## src/rtl/wbs_reg_pkg.sv

```systemverilog
// Shared types and constants for the Wishbone to reg-bus bridge.
package wbs_reg_pkg;

  typedef enum logic [1:0] {
    StIdle = 2'd0,
    StReq  = 2'd1,
    StResp = 2'd2,
    StErr  = 2'd3
  } wbs_reg_state_e;

  localparam logic [31:0] DEFAULT_ERR_DATA = 32'hDEAD_0E55;

endpackage

```

## src/rtl/wbs_reg_bridge.sv

```systemverilog
// Wishbone slave that turns single WB cycles into reg-bus transactions, with
// address-window decode, request timeout and error response.
module wbs_reg_bridge
  import wbs_reg_pkg::*;
#(
  parameter int unsigned        REG_AW   = 9,
  parameter logic [31-REG_AW:0] BASE_HI  = '0,
  parameter int unsigned        TO_W     = 8,
  parameter logic [31:0]        ERR_DATA = DEFAULT_ERR_DATA
) (
  input  logic              app_clk,
  input  logic              reset,
  input  logic              wbs_cyc_i,
  input  logic              wbs_stb_i,
  input  logic [31:0]       wbs_adr_i,
  input  logic              wbs_we_i,
  input  logic [31:0]       wbs_dat_i,
  input  logic [3:0]        wbs_sel_i,
  output logic [31:0]       wbs_dat_o,
  output logic              wbs_ack_o,
  output logic              wbs_err_o,
  output logic              reg_cs,
  output logic              reg_wr,
  output logic [REG_AW-1:0] reg_addr,
  output logic [31:0]       reg_wdata,
  output logic [3:0]        reg_be,
  input  logic [31:0]       reg_rdata,
  input  logic              reg_ack
);

  // Count value of the last REQ cycle; leaving REQ there stops the count at all-ones.
  localparam logic [TO_W-1:0] CNT_TERM = {{(TO_W-1){1'b1}}, 1'b0};

  wbs_reg_state_e  state_q;
  logic [TO_W-1:0] cnt_q;
  logic            abort_q;
  logic            abort_now;

  // A master that drops cyc on the very cycle the reg-bus completes is also aborted.
  assign abort_now = abort_q | ~wbs_cyc_i;

  always_ff @(posedge app_clk or posedge reset) begin
    if (reset) begin
      state_q   <= StIdle;
      cnt_q     <= '0;
      abort_q   <= 1'b0;
      wbs_dat_o <= '0;
      wbs_ack_o <= 1'b0;
      wbs_err_o <= 1'b0;
      reg_cs    <= 1'b0;
      reg_wr    <= 1'b0;
      reg_addr  <= '0;
      reg_wdata <= '0;
      reg_be    <= '0;
    end else begin
      wbs_ack_o <= 1'b0;
      wbs_err_o <= 1'b0;
      wbs_dat_o <= '0;
      unique case (state_q)
        StIdle: begin
          if (wbs_cyc_i && wbs_stb_i) begin
            reg_wr    <= wbs_we_i;
            reg_addr  <= wbs_adr_i[REG_AW-1:0];
            reg_wdata <= wbs_dat_i;
            reg_be    <= wbs_sel_i;
            cnt_q     <= '0;
            abort_q   <= 1'b0;
            if (wbs_adr_i[31:REG_AW] == BASE_HI) begin
              state_q <= StReq;
              reg_cs  <= 1'b1;
            end else begin
              state_q   <= StErr;
              wbs_err_o <= 1'b1;
              wbs_dat_o <= ERR_DATA;
            end
          end
        end
        StReq: begin
          cnt_q <= cnt_q + 1'b1;
          if (!wbs_cyc_i) abort_q <= 1'b1;
          // Ack takes priority over a timeout in the same cycle.
          if (reg_ack) begin
            reg_cs    <= 1'b0;
            state_q   <= StResp;
            wbs_ack_o <= ~abort_now;
            wbs_dat_o <= abort_now ? '0 : reg_rdata;
          end else if (cnt_q == CNT_TERM) begin
            reg_cs    <= 1'b0;
            state_q   <= StErr;
            wbs_err_o <= ~abort_now;
            wbs_dat_o <= abort_now ? '0 : ERR_DATA;
          end
        end
        StResp, StErr: begin
          state_q <= StIdle;
          abort_q <= 1'b0;
        end
        default: state_q <= StIdle;
      endcase
    end
  end

endmodule

```

## config.mk

```make
export PLATFORM = sky130hd
export DESIGN_NAME = wbs_reg_bridge
export DESIGN_NICKNAME = d
export VERILOG_FILES = /design/src/rtl/wbs_reg_pkg.sv /design/src/rtl/wbs_reg_bridge.sv
export SDC_FILE = /design/constraint.sdc
export NUM_CORES = 1
export LEC_CHECK = 0
export CORE_ASPECT_RATIO = 0.5
export CORE_MARGIN = 10
export CORE_UTILIZATION = 35
export CTS_CLUSTER_SIZE = 24
export DETAILED_ROUTE_END_ITERATION = 12
export HOLD_SLACK_MARGIN = 0.12
export PLACE_DENSITY_LB_ADDON = 0.12
export SKIP_CTS_REPAIR_TIMING = 1
export SLEW_MARGIN = 10
export SYNTH_ARGS = -nofsm -noshare
export SYNTH_HDL_FRONTEND = slang
export SYNTH_SLANG_ARGS = --single-unit
```

## constraint.sdc

```tcl
create_clock -name app_clk -period 3.1 [get_ports app_clk]
set_clock_uncertainty 0.1 [all_clocks]
set_input_delay 0.775 -clock app_clk [delete_from_list [all_inputs] [get_ports app_clk]]
set_output_delay 0.775 -clock app_clk [all_outputs]
set_load 0.02 [all_outputs]
```

==> results.cfg <==
[synth]
syn_area_per_cell_sq_um = 10.4
synth_top_area_share_pct = 66.3
ys_seq_area_share_pct = 66.3
netlist_top_cells_area = dfrtp_1, nand2_1, a21o_1
syn_inst = 335
ys_warn_count = 0
synth_nets = 443
yosys.cell_types.count = 30
syn_area_sq_um = 3470
ys_ff_latch = 92
synth_top_cell_by_area = dfrtp_1

[sta]
tightestPinTransition_ns = 0.346
max_freq_mhz = 442
setup_viol = 0
max-slew-margin-rel_pct = 76.8
slew_violations = 0
tns_ns = 0
rsz0062_at_grt = false
finalCriticalPeriod_ns = 2.26
finalCritPeriodShare_pct = 73.0
finalHoldViolCount = 0

[floorplanning]
die-area_sq_um = 14500
chipWidth_microns = 161
fp.dieH_microns = 90.4
initial_core_util_pct = 36.4
ios = 187
rows = 25
coreArea_sq_um = 9540

[min_path]
hp-class = flop to flop

[place]
io_buffers = 186
gp_congestion = 0.701
dp.cells = 646
place_area_sq_um = 5520
dpl.hpwl_microns = 7900

[grt]
globalRoute.totalOverflow = 0
grt_max_degree = 55
track_usage_pct = 14.6
grt_pass1_wl_microns = 16800
grt_pass1_vias = 3017
antenna_found_initial = 0

[clock_tree]
cts-buffers-inserted = 9
cts_tree = yes
clk_latency_ns = 0.34
clockBufferDepth = 2
root_buffer = clkbuf_16
clk_pin_slew_ns = 0.07
htree_levels = 3
cts.sinks = 92

[detailed_routing]
drt-pass1-iter-count = 4
wl_microns = 10500
drc = 0
ant_nets = 0
via_per_inst = 4.35
wire_per_inst_microns = 15.8
vias = 2878
drtIter0Drc = 206

[worst_setup_path]
arrival_ns = 2.39
cp-start-kind = primary input
crit_buf_inv = 2
critPathMaxFanout = 19
slowest_stage = clkdlybuf4s50_1
worstSetupEndpointType = flop
path_class = primary input to flop
cp.required_ns = 3.23
crit_chain = clkdlybuf4s50_1, nor4_1, nand4_1, a221o_1, buf_4, a21o_1
slowest_delay_ns = 0.40
crit_family = buffers and inverters

[power]
p_comb_share_pct = 41.2
p_int_mw = 3.42
clockPowerShare_pct = 23.2
p_sw_mw = 1.79
peakVddDrop_uv = 421
power.density_nw_per_um2 = 890
p_seq_share_pct = 35.7
p_leak_nw = 2.83
power.share.switching_pct = 34.4

[layout]
fin_nets = 630
fin_util_pct = 61.3
n_fill_cell = 792
drive_gt1_share_pct = 4.93
n_antenna_cell = 0
final_cell_area_sq_um = 5850
finalNonFillerCells = 662
areaGrowthSynthToFinish_pct = 68.6

[run]
cap_violations = 0

[status]
status = completed
==> layer usage <==
layer,global-route usage (%),part of all wire [%]
met5,0,0
met4,3.99,1.2
met3,6.10,7.3
met2,23.8,49
met1,17.3,43
==> kinds of logic (layout without fill, tap and decap cells) <==
logic type                 after synthesis  in the layout  share of synthesized area [%]
xor gates and xnor gates                 2              2                          0.505
buffers and inverters                   19            211                           2.74
and+or+nand+nor                        188            188                           23.1
AOI/OAI and AO/OA                       30             30                           6.06
muxes                                    2              2                          0.577
adders and majority gates                2              2                          0.721
DFF                                     92             92                           66.3
==> final cells by class <==
class / instances / area (sq um) / share of cell area, %
clock inverters: 6 / 95.1 / 1.62
clock buffers: 10 / 239 / 4.08
flip-flops and latches: 92 / 2300 / 39.3
repair buffers: 193 / 1950 / 33.4
inverters: 2 / 11.3 / 0.192
multi-input cells: 224 / 1080 / 18.5
well taps: 135 / 169 / 2.89
==> cell usage in the layout (no fill, tap or decap), types with 3 or more instances in the layout <==
master | Yosys | routed
nor4_1 | 5 | 5
and2_1 | 14 | 14
buf_12 | 0 | 3
clkinv_4 | 0 | 3
and3_1 | 3 | 3
a21o_1 | 18 | 18
nand4_1 | 4 | 4
nor3_1 | 4 | 3
nor2_1 | 3 | 3
nand3_1 | 4 | 4
dfrtp_1 | 92 | 92
clkdlybuf4s50_1 | 0 | 186
clkbuf_16 | 0 | 9
o21ai_0 | 5 | 5
buf_4 | 1 | 4
nand2_1 | 146 | 146
==> flip-flops by register name, summed over array words and instances (netlist names) <==
| name | count |
|---|---|
| reg_cs | 1 |
| wbs_dat_o | 32 |
| wbs_ack_o | 1 |
| state_q | 2 |
| reg_be | 4 |
| reg_wr | 1 |
| wbs_err_o | 1 |
| cnt_q | 8 |
| reg_addr | 9 |
| abort_q | 1 |
| reg_wdata | 32 |
==> power groups by stage <==
stage	Sequential [mW]	Clock, mW	Combinational (mW)
final	1.86	1.21	2.14
after CTS	1.86	1.24	2.19
after floorplan	2.39	0	0.508
after global routing	1.92	1.30	2.32
after detailed placement	1.88	0	2.19
after global placement	1.87	0	2.17
==> synth_stat cells <==
| cell type | instances |
|---|---|
| o21a_1 | 1 |
| a22oi_1 | 1 |
| nand3_1 | 4 |
| dfrtp_1 | 92 |
| o211ai_1 | 1 |
| and2b_1 | 1 |
| nand2_1 | 146 |
| mux2i_1 | 2 |
| clkbuf_1 | 10 |
| a221o_1 | 1 |
| a21oi_1 | 2 |
| inv_1 | 2 |
| buf_4 | 1 |
| a21o_1 | 18 |
| nor2_1 | 3 |
| xor2_1 | 2 |
| and3_1 | 3 |
| nor3b_1 | 1 |
| o31ai_1 | 1 |
| buf_6 | 2 |
| o21ai_0 | 5 |
| ha_1 | 2 |
| nor4_1 | 5 |
| nand2b_1 | 1 |
| buf_2 | 4 |
| nor2b_1 | 1 |
| nor3_1 | 4 |
| and2_1 | 14 |
| nand4bb_1 | 1 |
| nand4_1 | 4 |
==> metrics by stage <==
step	hold slack (ns)	power (mW)	worst slack, ns
after floorplan	0.346	2.90	0.997
after global placement	0.357	4.04	0.496
after detailed placement	0.362	4.07	0.481
after CTS	0.378	5.30	0.844
after global routing	0.394	5.54	0.720
final	0.373	5.21	0.837
==> tightest hold or removal path, stage by stage (launching register included) <==
cell     delay [ns]
dfrtp_1        0.34
nand2_1        0.05
nand2_1        0.05
==> final timing paths <==
check / startpoint / to / slack (ns) / cells after the start
max: wbs_adr_i[10] / wbs_dat_o[4] / 0.84 / 6
min: reg_wdata[15] / reg_wdata[15] / 0.37 / 2
max reg2reg: cnt_q[0] / wbs_dat_o[4] / 1.40 / 7
min reg2reg: reg_wdata[15] / reg_wdata[15] / 0.37 / 2
max in group asynchronous: reset / reg_wdata[26] / 1.72 / 3
min in group asynchronous: reset / wbs_dat_o[29] / 0.64 / 2
(Power assumes the default switching activity.)
